## config.mk

```make
export PLATFORM = sky130hd
export DESIGN_NAME = alu_arbiter
export DESIGN_NICKNAME = d
export VERILOG_FILES = /design/src/rtl/alu_arb_pkg.sv /design/src/rtl/alu.sv /design/src/rtl/alu_arbiter.sv
export SDC_FILE = /design/constraint.sdc
export NUM_CORES = 1
export LEC_CHECK = 0
export ABC_AREA = 1
export CORE_MARGIN = 1.5
export CORE_UTILIZATION = 46
export CTS_CLUSTER_DIAMETER = 100
export CTS_CLUSTER_SIZE = 12
export DETAILED_ROUTE_END_ITERATION = 6
export HOLD_SLACK_MARGIN = 0.05
export PLACE_DENSITY = 0.87
export SLEW_MARGIN = 10
export SYNTH_ARGS = -nofsm -noshare
export SYNTH_HDL_FRONTEND = slang
export SYNTH_SLANG_ARGS = --single-unit
```

## constraint.sdc

```tcl
create_clock -name clk -period 2.3 [get_ports clk]
set_input_delay 0.46 -clock clk [delete_from_list [all_inputs] [get_ports clk]]
set_output_delay 0.46 -clock clk [all_outputs]
set_load 0.01 [all_outputs]
```

## src/rtl/alu_arb_pkg.sv

```systemverilog
// Shared definitions for the two-requester ALU arbiter: FSM state encoding,
// ALU opcodes and a small one-hot helper.
package alu_arb_pkg;

    typedef enum logic [1:0] {
        IDLE = 2'd0,
        EXEC = 2'd1,
        RESP = 2'd2
    } state_e;

    typedef enum logic [2:0] {
        OP_INC = 3'b000,  // A + cin (transfer when cin=0)
        OP_ADD = 3'b001,
        OP_SUB = 3'b010,  // A + ~B + cin
        OP_DEC = 3'b011,  // A - 1 + cin (transfer when cin=1)
        OP_AND = 3'b100,
        OP_OR  = 3'b101,
        OP_XOR = 3'b110,
        OP_NOT = 3'b111
    } alu_op_e;

    function automatic logic [1:0] onehot2(input logic id);
        return id ? 2'b10 : 2'b01;
    endfunction

endpackage

```

## src/rtl/alu.sv

```systemverilog
// Combinational ALU; arithmetic wraps modulo 2^WIDTH and no carry-out is
// produced.
module alu
    import alu_arb_pkg::*;
#(
    parameter int WIDTH = 4
) (
    input  logic [WIDTH-1:0] a,
    input  logic [WIDTH-1:0] b,
    input  alu_op_e          op,
    input  logic             cin,
    output logic [WIDTH-1:0] y
);

    logic [WIDTH-1:0] cin_ext;
    assign cin_ext = WIDTH'(cin);

    always_comb begin
        y = '0;
        case (op)
            OP_INC:  y = a + cin_ext;
            OP_ADD:  y = a + b + cin_ext;
            OP_SUB:  y = a + ~b + cin_ext;
            OP_DEC:  y = a + {WIDTH{1'b1}} + cin_ext;
            OP_AND:  y = a & b;
            OP_OR:   y = a | b;
            OP_XOR:  y = a ^ b;
            OP_NOT:  y = ~a;
            default: y = '0;
        endcase
    end

endmodule

```

## src/rtl/alu_arbiter.sv

```systemverilog
// Round-robin arbiter sharing one ALU between two requesters; each operation
// runs IDLE (accept) -> EXEC (compute) -> RESP (hold until owner handshake).
module alu_arbiter
    import alu_arb_pkg::*;
#(
    parameter int WIDTH = 4
) (
    input  logic             clk,
    input  logic             rst_n,
    input  logic [1:0]       req_valid,
    output logic [1:0]       req_ready,
    input  logic [WIDTH-1:0] req_a0,
    input  logic [WIDTH-1:0] req_b0,
    input  logic [WIDTH-1:0] req_a1,
    input  logic [WIDTH-1:0] req_b1,
    input  logic [2:0]       req_op0,
    input  logic [2:0]       req_op1,
    input  logic             req_cin0,
    input  logic             req_cin1,
    output logic [1:0]       rsp_valid,
    input  logic [1:0]       rsp_ready,
    output logic [WIDTH-1:0] rsp_result,
    output logic             rsp_zero,
    output logic             busy
);

    state_e           state_q, state_d;
    logic             last_grant_q, last_grant_d;
    logic             owner_q, owner_d;
    logic [WIDTH-1:0] a_q, a_d, b_q, b_d;
    alu_op_e          op_q, op_d;
    logic             cin_q, cin_d;
    logic [WIDTH-1:0] result_q, result_d;
    logic             zero_q, zero_d;
    logic [WIDTH-1:0] alu_y;
    logic             winner;
    logic [1:0]       ready_int;

    always_comb begin
        case (req_valid)
            2'b10:   winner = 1'b1;
            2'b11:   winner = ~last_grant_q;
            default: winner = 1'b0;
        endcase
    end

    always_comb begin
        // NOTE: every signal gets a default before the case so no path leaves
        // it unassigned, which would otherwise infer a latch.
        state_d      = state_q;
        last_grant_d = last_grant_q;
        owner_d      = owner_q;
        a_d          = a_q;
        b_d          = b_q;
        op_d         = op_q;
        cin_d        = cin_q;
        result_d     = result_q;
        zero_d       = zero_q;
        ready_int    = 2'b00;
        rsp_valid    = 2'b00;
        case (state_q)
            IDLE: begin
                if (|req_valid) begin
                    ready_int    = onehot2(winner);
                    state_d      = EXEC;
                    owner_d      = winner;
                    last_grant_d = winner;
                    a_d          = winner ? req_a1 : req_a0;
                    b_d          = winner ? req_b1 : req_b0;
                    op_d         = alu_op_e'(winner ? req_op1 : req_op0);
                    cin_d        = winner ? req_cin1 : req_cin0;
                end
            end
            EXEC: begin
                result_d = alu_y;
                zero_d   = (alu_y == '0);
                state_d  = RESP;
            end
            RESP: begin
                rsp_valid = onehot2(owner_q);
                // Only the owner's ready completes the handshake.
                if (rsp_ready[owner_q]) state_d = IDLE;
            end
            default: state_d = IDLE;
        endcase
    end

    // Ready must stay low while reset is held even though state already reads IDLE.
    assign req_ready  = rst_n ? ready_int : 2'b00;
    assign rsp_result = result_q;
    assign rsp_zero   = zero_q;
    assign busy       = (state_q != IDLE);

    alu #(.WIDTH(WIDTH)) u_alu (
        .a   (a_q),
        .b   (b_q),
        .op  (op_q),
        .cin (cin_q),
        .y   (alu_y)
    );

    // NOTE: the operand and result registers are reset too, so nothing from an
    // aborted operation is visible after reset is released.
    always_ff @(posedge clk or negedge rst_n) begin
        if (!rst_n) begin
            state_q      <= IDLE;
            last_grant_q <= 1'b1;
            owner_q      <= 1'b0;
            a_q          <= '0;
            b_q          <= '0;
            op_q         <= OP_INC;
            cin_q        <= 1'b0;
            result_q     <= '0;
            zero_q       <= 1'b0;
        end else begin
            // NOTE: non-blocking assignments so every flop samples pre-edge values.
            state_q      <= state_d;
            last_grant_q <= last_grant_d;
            owner_q      <= owner_d;
            a_q          <= a_d;
            b_q          <= b_d;
            op_q         <= op_d;
            cin_q        <= cin_d;
            result_q     <= result_d;
            zero_q       <= zero_d;
        end
    end

endmodule
```

Word-level counts from Yosys, hierarchy flattened --
Index checks and enable logic that the tools add are counted.
Storage, ports and cells: register bits 21, bits of input ports 30, output and inout bits 10, word-level logic and storage cells 60
Operators by class: add/sub/neg operators 7, $lt $le $gt $ge 1, equality and inequality tests 13, multiplexer cells 17, bitwise operators 6, reduce and logical (&&, ||, !) cells 7
Operators by type and width (number):
- $pmux 4 s8 | 1
- $add 4x1->4 | 4
- $mux 2 | 8
- $eq 3x3->1 const B | 4
- $add 4x4->4 | 2
- $mux 4 | 2
- $not 4->4 | 2
- $eq 2x2->1 const B | 3
- $eq 3x2->1 const B | 2
- $pmux 2 s3 | 1
- $add 4x4->4 const B | 1
- $and 4x4->4 | 1
- $logic_not 4->1 | 1
- $ne 2x2->1 const B | 2
- $or 4x4->4 | 1
- $reduce_and 2->1 | 2
- $xor 4x4->4 | 1
- $eq 3x1->1 const B | 1
- $logic_not 3->1 | 1
- $mux 1 | 3
- $mux 3 | 1
- $eq 2x1->1 const B | 1
- $logic_not 2->1 | 1
- $lt 1x2->1 const B | 1
- other kinds (4) | 4

Logic depth before layout (Yosys ltp) --
Gate-level depths: netlist (run 1).
word-level depth 6, depth in mapped cells 16, depth with buffers taken out 16

Modules after synthesis --
A second synthesis (run 1) with hierarchy kept.
Second synthesis, totals: cell total of the unflattened synthesis 243, area, all modules 1706.6 sq um
By module, submodules not included:
- alu_arbiter | times used 1, cells an instance 141, area each 1027.2 sq um, sequential area each 526.8 sq um
- alu | times used 1, cells an instance 102, area each 679.4 sq um, sequential area each 0.0 sq um

Worst setup path before layout (run 1) --
Ideal clock, no wire load.
path type register to register, start reg a_q[0], end reg zero_q (netlist: rsp_zero), library setup time 0.065 ns, arrival time 1.933 ns, required time 2.235 ns, slack 0.302 ns, cell stages (with the launch flop) 14, buffers on the path 0, period minus slack after synthesis 1.998 ns, cells stage by stage dfrtp_1 -> inv_1 -> fa_1 -> fa_1 -> inv_1 -> nand3_1 -> nand2_1 -> nor2_1 -> nand2_1 -> nand2_1 -> nand2_1 -> nor2_1 -> nand2_1 -> nand2_1
Between the ends: longest elaborated chain between the ends 4, elaborated cells between the ends (all ways) 13, classes of those cells 7 x add/sub; 1 x mux; 4 x bitwise; 1 x reduce/logical
Ends and longest elaborated chain:
- start, declared | RTL line alu_arbiter.sv:30 | logic [WIDTH-1:0] a_q, a_d, b_q, b_d;
- start signal, assigned | RTL line alu_arbiter.sv:109 | a_q <= '0;
- start signal, assigned | RTL line alu_arbiter.sv:120 | a_q <= a_d;
- $add 4x4->4, on equally long branches | RTL line alu.sv:24, alu.sv:22, alu.sv:23
- $add 4x1->4, on equally long branches | RTL line alu.sv:24, alu.sv:22, alu.sv:23
- $pmux 4 s8 * | RTL line alu.sv:20 | case (op)
- $logic_not 4->1 * | RTL line alu_arbiter.sv:76 | zero_d = (alu_y == '0);
- end signal, assigned | RTL line alu_arbiter.sv:125 | zero_q <= zero_d;
- end, declared | RTL line alu_arbiter.sv:34 | logic zero_q, zero_d;
Every way passes the cells marked *; elsewhere a longest branch is shown, timed or not. A chain may end at the register's enable or synchronous reset.

Final worst setup path (run 1) --
Ends and elaborated chain as after synthesis.

==> results of run 1 <==
## cells in the mapped netlist, drive strengths merged
cell type	count
a21oi	1
buf	4
clkbuf	2
dfrtp	20
dfstp	1
fa	4
ha	14
inv	37
nand2	55
nand3	21
nand3b	1
nand4	3
nor2	43
nor3	2
o21a	1
o21ai	20
o22ai	12
or2	1
xnor2	2
xor2	1
## state kept, by name, indices dropped and copies added (netlist names)
signal        count
a_q               4
b_q               4
cin_q             1
last_grant_q      1
op_q              3
owner_q           1
rsp_result        4
rsp_zero          1
state_q           2
## stage by stage
step / total power [mW] / TNS [ns]
2_1_floorplan: 2.15 / 0
3_3_place_gp: 2.65 / 0
3_5_place_dp: 2.72 / -0.0281
4_1_cts: 2.91 / 0
5_1_grt: 3.27 / 0
6_report: 2.93 / 0
## worst min-delay path by stage
stage                  from           end  depth (start not counted)
6_report       last_grant_q  last_grant_q                          2
5_1_grt        last_grant_q  last_grant_q                          2
4_1_cts        last_grant_q  last_grant_q                          2
3_5_place_dp   last_grant_q  last_grant_q                          2
3_3_place_gp       rsp_zero      rsp_zero                          2
2_1_floorplan         rst_n        a_q[0]                          0
## area by class of cell
cell class              instances  area share
flip-flops and latches         21       0.243
well taps                      46      0.0266
clock inverters                 1     0.00231
multi-input cells             181       0.456
repair buffers                 44       0.197
inverters                      37      0.0642
clock buffers                   3      0.0104
## power by group
group | switching (mW) | internal (mW)
combinational | 1.19 | 0.791
clock | 0.113 | 0.0652
sequential | 0.218 | 0.557
## layer usage
metal | wire length [um] | global-route usage | vias to the layer above
li1 | - | - | 863
met1 | 1780 | 0.256 | 777
met2 | 1900 | 0.339 | 58
met3 | 190 | 0.0357 | 11
met4 | 123 | 0.117 | 0
met5 | 0 | 0 | -
## what timing repair did
item                                    CTS  global route
gates resized for setup                   3             1
endpoints found under the setup margin    2             1
setup buffers                             0             1
## worst min-delay path: cells and delay by family (launching register included)
family	cells	cell delay, ns
flip-flops	1	0.39
AND/OR/NAND/NOR	2	0.11
## cell usage in the layout (no fill, tap or decap), types with 4 or more instances in the layout
master / netlist / routed
nand2_1: 55 / 55
o21ai_0: 20 / 20
nand3_1: 21 / 21
clkdlybuf4s50_1: 0 / 37
fa_1: 4 / 4
buf_4: 0 / 5
dfrtp_1: 20 / 20
o22ai_1: 12 / 12
nor2_1: 43 / 42
ha_1: 14 / 14
inv_1: 37 / 36
## cell families after synthesis
group,count (synthesis),share of synthesized area
xor gates and xnor gates,3,0.0156
buffers and inverters,43,0.103
DFF,21,0.313
AOI/OAI and AO/OA,34,0.111
adders and majority gates,18,0.152
and+or+nand+nor,126,0.306
==> flow_metrics.py, run 1 <==
metrics = {
    "outcome": {
        "status": "completed",
    },
    "place": {
        "pre_cts_slack_ns": -0.0165,
        "dp_hpwl_um": 3260,
        "dp_cells": 328,
        "gp_congestion": 0.971,
        "io_buffers": 39,
        "dpl_cell_area_um2": 2130,
    },
    "routing": {
        "vias_per_cell": 5.13,
        "first_iter_violations": 75,
        "drc": 0,
        "wl_per_cell_um": 12.0,
        "firstDrtPassIters": 5,
        "vias": 1709,
        "drt_wl_total_um": 3990,
        "ant_nets": 0,
    },
    "clock_tree": {
        "htreeDepth": 1,
        "clk_latency_ns": 0.32,
        "clockRootBuffer": "clkbuf_4",
        "clockBufferDepth": 2,
        "cts.sinks": 21,
        "path_clk_slew_ns": 0.12,
        "cts_hold_buf": 0,
        "cts_tree": "done",
        "cts_buffers": 3,
    },
    "final_layout": {
        "n_antenna_cell": 0,
        "drive_gt1_frac": 0.0453,
        "fin_util": 0.633,
        "syn_to_final_growth_pct": 28.5,
        "layout.cells.non_filler": 333,
        "nets": 336,
        "final_cell_area_um2": 2160,
        "multiInputGateArea_um2": 987,
        "fillers": 324,
        "regArea_um2": 527,
    },
    "floorplanning": {
        "start_util": 0.493,
        "num_io_pins": 40,
        "chipHeight_um": 63.5,
        "die_w_um": 63.5,
        "fp-row-count": 21,
        "die_area_um2": 4030,
        "design.core.area_um2": 3420,
    },
    "grt": {
        "grt_pass1_vias": 1590,
        "antenna_found_initial": 0,
        "grt_use_total": 0.207,
        "grt_overflow": 0,
        "grt_pass1_wl_um": 6700,
        "grt_max_degree": 27,
    },
    "sta": {
        "fin_worst_skew_ns": 0.0135,
        "fmax_mhz": 461,
        "rsz0062_at_grt": "false",
        "min_period_ns": 2.17,
        "fin_crit_sh": 0.943,
        "hold_viol": 0,
        "setup_viol": 0,
        "slew-limit-headroom": 0.588,
        "fin_hold_ws_ns": 0.483,
        "slew_violations": 0,
        "setup_ws_ns": 0.132,
        "tightest_slew_ns": 0.617,
    },
    "setup_path": {
        "startpoint": "a_q[0]",
        "endpoint_kind": "flip-flop",
        "cp_top_family": "adder cells",
        "path_class": "flip-flop to flip-flop",
        "ff2ff_setup_slack_ns": 0.13,
        "cp_max_fo": 6,
        "slowest_delay_ns": 0.45,
        "cp.arrival_ns": 2.43,
        "critical_path_depth": 12,
        "critPathBufInv": 1,
        "endpoint": "rsp_zero",
        "worstSetupStartpointType": "flip-flop",
        "r2r_end": "rsp_zero",
        "r2r_cells": 12,
        "critPathMostFrequentCell": "nand2_1",
        "cp_cell_sequence": "inv_2 -> fa_1 -> fa_1 -> xnor2_1 -> nor2_1 -> nor2_1 -> nand2_1 -> nand2_1 -> nand2_1 -> nor2_1 -> nand2_1 -> nand2_1",
        "r2r_start": "a_q[0]",
        "slowest_stage": "fa_1",
        "crit_required_ns": 2.57,
    },
    "yosys": {
        "syn-cell-area_um2": 1680,
        "synth_top_area_cell": "dfrtp_1",
        "synth_top_area_frac": 0.297,
        "synth.distinct_cells": 21,
        "synth_nets": 293,
        "synth-seq-cells": 21,
        "seq_area_frac_synth": 0.313,
        "ys_warn_count": 0,
        "avgSynthCellArea_um2": 6.87,
        "synth_area_leaders": "dfrtp_1 30%, nand2_1 12%, ha_1 10%",
        "syn_inst": 245,
    },
    "power_and_ir_drop": {
        "leakage_nw": 1.11,
        "ir_drop_mv": 0.632,
        "power.density_nw_per_um2": 1360,
    },
    "worst_hold_path": {
        "min-delay-path-class": "flip-flop to flip-flop",
    },
    "flow_run": {
        "cap_violations": 0,
    },
}
No activity file was read; power rests on OpenSTA's default activity.
==> run 2: changes to the inputs <==
- GPL_TIMING_DRIVEN: unset -> 0
==> run 2 against run 1 <==
Net effect:
- flip-flop and latch count unchanged
- non-clock buffer count up 1
- clock power down 3%
- routed wire length down 1.8%
- final area up 0.12%
- fmax up 0.45%
- power up 0.15%
- register-to-register slack better by 0.06 ns
- sequential share of layout area about the same
- combinational power up 2%
- hold slack worse by 0.30 ns
- largest power group unchanged
- highest routed layer unchanged
==> flow_metrics.py, run 2 (synthesized netlist as in run 1, its figures left out) <==
metrics = {
    "outcome": {
        "status": "completed",
    },
    "floorplanning": {
        "num_io_pins": 40,
        "die_w_um": 63.5,
        "design.core.area_um2": 3420,
        "die_area_um2": 4030,
        "fp-row-count": 21,
        "start_util": 0.493,
        "chipHeight_um": 63.5,
    },
    "setup_path": {
        "cp_max_fo": 13,
        "endpoint_kind": "primary output",
        "r2r_end": "rsp_zero",
        "r2r_start": "a_q[0]",
        "r2r_cells": 13,
        "path_class": "input port to primary output",
        "worstSetupStartpointType": "input port",
        "crit_required_ns": 1.84,
        "cp.arrival_ns": 1.70,
        "ff2ff_setup_slack_ns": 0.19,
    },
    "routing": {
        "drc": 0,
        "vias_per_cell": 5.07,
        "ant_nets": 0,
        "first_iter_violations": 85,
        "vias": 1695,
        "drt_wl_total_um": 3920,
        "firstDrtPassIters": 4,
        "wl_per_cell_um": 11.7,
    },
    "sta": {
        "fin_crit_sh": 0.938,
        "rsz0062_at_grt": "false",
        "setup_viol": 0,
        "fmax_mhz": 463,
        "min_period_ns": 2.16,
        "hold_viol": 0,
        "finalSetupTns_ns": 0,
        "setup_ws_ns": 0.142,
        "tightest_slew_ns": 0.509,
        "slew_violations": 0,
        "fin_worst_skew_ns": 0.0157,
        "fin_hold_ws_ns": 0.187,
        "slew-limit-headroom": 0.661,
    },
    "grt": {
        "grt_pass1_wl_um": 6820,
        "grt_overflow": 0,
        "antenna_found_initial": 0,
        "grt_max_degree": 23,
        "grt_use_total": 0.213,
        "grt_pass1_vias": 1553,
    },
    "clock_tree": {
        "clockBufferDepth": 2,
        "cts.sinks": 21,
        "path_clk_slew_ns": 0.12,
        "clk_latency_ns": 0.31,
        "cts_buffers": 3,
        "cts_tree": "done",
        "clockRootBuffer": "clkbuf_4",
        "htreeDepth": 1,
    },
    "power_and_ir_drop": {
        "internal_power_mw": 1.43,
        "p_sw_frac": 0.512,
        "power.density_nw_per_um2": 1360,
        "ir_drop_mv": 0.539,
        "finalPower_mw": 2.94,
        "switching_power_mw": 1.50,
        "seq_power_share": 0.254,
        "combPwrFrac": 0.687,
        "p_clk_frac": 0.059,
        "leakage_nw": 1.11,
    },
    "final_layout": {
        "nets": 337,
        "final_cell_area_um2": 2170,
        "fin_util": 0.634,
        "final_common_cell": "nand2_1",
        "drive_gt1_frac": 0.0590,
        "syn_to_final_growth_pct": 28.6,
        "layout.cells.non_filler": 334,
        "n_antenna_cell": 0,
        "layout_common_cells": "54 x nand2_1, 43 x nor2_1, 36 x clkdlybuf4s50_1",
        "fillers": 308,
    },
    "place": {
        "dpl_cell_area_um2": 2130,
        "dp_cells": 330,
        "dp_hpwl_um": 3260,
        "gp_congestion": 0.959,
        "io_buffers": 39,
        "pre_cts_slack_ns": -0.709,
    },
    "worst_hold_path": {
        "min-delay-path-class": "input port to asynchronous set/reset pin",
    },
    "flow_run": {
        "cap_violations": 0,
    },
}
[run 2: cell type report]
class	count	area, um2	share of cell area
well taps	46	57.6	0.0266
clock buffers	3	22.5	0.0104
inverters	37	141	0.0653
plain buffers	5	30.0	0.0139
clock inverters	1	5.00	0.00231
multi-input cells	181	990	0.457
repair buffers	40	393	0.181
flip-flops and latches	21	527	0.243
[run 2: worst max-delay path, cell delays in order]
cell and delay, ns:
clkdlybuf4s50_1 0.48, nand2_1 0.07, nand2_2 0.11, inv_4 0.04, buf_4 0.16, nor3_1 0.20, clkbuf_2 0.17
[run 2: how the worst max path moves through the flow]
stage / startpoint / to / slack [ns] / cells after the start
after CTS: req_valid[0] / req_ready[0] / 0.009 / 7
after global routing: a_q[0] / rsp_zero / 0.02 / 13
after floorplan: a_q[0] / rsp_zero / 0.30 / 13
after global placement: rst_n / req_ready[0] / -0.66 / 4
final: req_valid[0] / req_ready[0] / 0.14 / 7
after detailed placement: rst_n / req_ready[0] / -0.71 / 4
[run 2: routing by layer]
layer,GRT usage,wire length [um]
met4,0.0924,110
met1,0.279,1730
met5,0,0
met3,0.0339,211
met2,0.349,1870
[run 2: power by group through the flow]
stage / sequential (mW) / clock [mW] / combinational (mW)
floorplan: 0.721 / 0 / 1.43
global placement: 0.741 / 0 / 1.94
detailed placement: 0.750 / 0 / 1.99
CTS: 0.741 / 0.177 / 2.00
global route: 0.780 / 0.190 / 2.33
finish: 0.744 / 0.173 / 2.02
[run 2: what timing repair did]
| action | in CTS | in global routing |
|---|---|---|
| buffers inserted | 1 | 0 |
| gates resized for setup | 8 | 4 |
| hold buffers | 0 | 0 |
| endpoints found under the setup margin | 2 | 3 |
==> run 3: changes to the inputs <==
- SYNTH_HIERARCHICAL: unset -> 1
==> run 3 against run 2 <==
Net effect:
- via count fell by 1.7%
- flip-flop and latch count stayed put
- utilization increased by 1.0 points
- largest cell class unchanged
==> flow_metrics.py, run 3 <==
metrics = {
    "floorplanning": {
        "die_area_um2": 4080,
        "die_w_um": 63.9,
        "fp-row-count": 21,
        "chipHeight_um": 63.9,
        "design.core.area_um2": 3440,
        "start_util": 0.496,
        "num_io_pins": 40,
    },
    "routing": {
        "firstDrtPassIters": 4,
        "drc": 0,
        "first_iter_violations": 72,
        "drt_wl_total_um": 3720,
        "vias": 1667,
        "vias_per_cell": 5.01,
        "wl_per_cell_um": 11.2,
        "ant_nets": 0,
    },
    "yosys": {
        "synth_edf_count": 0,
        "synthXorXnorAreaFrac": 0.0257,
        "syn-cell-area_um2": 1710,
        "synth_top_area_frac": 0.293,
        "avgSynthCellArea_um2": 7.02,
        "synth_nets": 291,
        "seq_area_frac_synth": 0.309,
        "ys_warn_count": 6,
        "synth_flop_cell": "dfrtp_1",
        "synth_top_family_by_area": "simple AND/OR/NAND/NOR gates",
        "synth_compound_area_frac": 0.0623,
        "ys_top_cells_by_count": "92 x nand2_1, 27 x inv_1, 26 x nand3_1",
        "muxShareOfSynthArea": 0,
        "synthAdderAreaFrac": 0.150,
        "syn_inst": 243,
        "synth_area_leaders": "dfrtp_1 29%, nand2_1 20%, ha_1 10%",
        "synth-seq-cells": 21,
        "synth_top_area_cell": "dfrtp_1",
        "yosys.area_share.simple": 0.364,
        "synthArstFlopShare": 1.00,
        "synth.most_common_cell": "nand2_1",
        "synth.distinct_cells": 25,
    },
    "final_layout": {
        "layout.cells.non_filler": 333,
        "multiInputGateArea_um2": 1030,
        "syn_to_final_growth_pct": 29.9,
        "nets": 336,
        "regArea_um2": 529,
        "drive_gt1_frac": 0.0871,
        "fillers": 309,
        "layout_common_cells": "91 x nand2_1, 35 x clkdlybuf4s50_1, 27 x inv_1",
        "final_common_cell": "nand2_1",
        "n_antenna_cell": 0,
    },
    "power_and_ir_drop": {
        "power.density_nw_per_um2": 1260,
        "internal_power_mw": 1.45,
        "seq_power_share": 0.266,
        "finalPower_mw": 2.80,
        "p_sw_frac": 0.482,
        "switching_power_mw": 1.35,
        "leakage_nw": 1.14,
        "ir_drop_mv": 0.510,
        "p_clk_frac": 0.083,
        "combPwrFrac": 0.651,
    },
    "setup_path": {
        "r2r_start": "a_q[0]",
        "r2r_cells": 9,
        "cp.arrival_ns": 1.72,
        "path_class": "input port to primary output",
        "ff2ff_setup_slack_ns": 0.16,
        "startpoint": "req_valid[0]",
        "crit_required_ns": 1.84,
        "endpoint": "req_ready[1]",
        "endpoint_kind": "primary output",
        "r2r_end": "rsp_zero",
        "cp_max_fo": 10,
        "worstSetupStartpointType": "input port",
    },
    "clock_tree": {
        "path_clk_slew_ns": 0.07,
        "clk_latency_ns": 0.25,
        "cts_hold_buf": 0,
        "clockBufferDepth": 2,
        "cts_buffers": 3,
        "clockRootBuffer": "clkbuf_8",
        "htreeDepth": 1,
        "cts_tree": "done",
        "cts.sinks": 21,
    },
    "place": {
        "gp_congestion": 0.948,
        "dp_hpwl_um": 3050,
        "io_buffers": 39,
        "pre_cts_slack_ns": -0.597,
        "dp_cells": 328,
    },
    "sta": {
        "rsz0062_at_grt": "false",
        "fin_worst_skew_ns": 0.00303,
        "hold_viol": 0,
        "min_period_ns": 2.18,
        "tightest_slew_ns": 0.527,
        "slew_violations": 0,
        "setup_ws_ns": 0.118,
        "fin_crit_sh": 0.949,
        "setup_viol": 0,
        "fmax_mhz": 458,
        "slew-limit-headroom": 0.649,
    },
    "grt": {
        "grt_overflow": 0,
        "grt_use_total": 0.203,
        "grt_max_degree": 23,
        "antenna_found_initial": 0,
        "grt_pass1_wl_um": 6660,
        "grt_pass1_vias": 1545,
    },
    "worst_hold_path": {
        "min-delay-path-class": "input port to asynchronous set/reset pin",
    },
    "flow_run": {
        "cap_violations": 0,
    },
    "outcome": {
        "status": "completed",
    },
}
-- run 3: final cells by class --
type	count	area share
clock buffer	4	0.0203
multi-input combinational	186	0.466
buffer	6	0.0220
sequential	21	0.239
timing repair buffer	40	0.177
inverter	30	0.0508
tap	46	0.0260
-- run 3: what timing repair did --
item,4_1_cts,5_1_grt
buffers inserted,1,0
setup endpoints to repair,3,2
cloned,0,0
resized for setup,10,5
-- run 3: worst min-delay path by stage --
stage	from	endpoint	slack [ns]	cells past startpoint
6_report	rst_n	rsp_result[3]	0.26	1
5_1_grt	rst_n	rsp_result[3]	0.31	1
4_1_cts	rst_n	rsp_result[3]	0.28	1
3_5_place_dp	rsp_result[1]	rsp_result[1]	0.46	2
3_3_place_gp	rsp_result[1]	rsp_result[1]	0.46	2
2_1_floorplan	rst_n	a_q[0]	0.16	0
-- run 3: kinds of logic after synthesis --
family,Yosys count
xor+xnor,5
flops,21
compound gates,17
simple gates,146
fa+ha+maj,18
buf+inv,36
-- run 3: power groups by stage --
stage               Sequential (mW)  Combinational, mW  Clock (mW)
floorplan                     0.724               1.28           0
global placement              0.743               1.74           0
detailed placement            0.752               1.78           0
CTS                           0.741               1.81       0.236
global route                  0.775               2.08       0.251
finish                        0.745               1.82       0.232
-- run 3: stage by stage --
| step | utilization | cell area (um2) | setup TNS, ns | hold WS, ns |
|---|---|---|---|---|
| CTS | 0.643 | 2210 | 0 | 0.278 |
| detailed placement | 0.626 | 2150 | -1.18 | 0.459 |
| floorplan | - | 1710 | 0 | 0.164 |
| finish | 0.644 | 2220 | 0 | 0.262 |
| global route | 0.644 | 2220 | 0 | 0.311 |
| global placement | 0.626 | 2150 | -1.13 | 0.456 |
-- run 3: worst max-delay path, stage by stage --
cell,delay [ns]
clkdlybuf4s50_1,0.43
nand2_2,0.11
buf_4,0.17
nand4_1,0.15
nor2_1,0.12
dlygate4sd2_1,0.27
-- run 3: per-layer routing --
| metal | track usage | vias to the layer above | routed length, um |
|---|---|---|---|
| li1 | - | 863 | - |
| met1 | 0.268 | 742 | 1680 |
| met2 | 0.349 | 56 | 1800 |
| met3 | 0.0211 | 6 | 170 |
| met4 | 0.0625 | 0 | 63 |
| met5 | 0 | - | 0 |
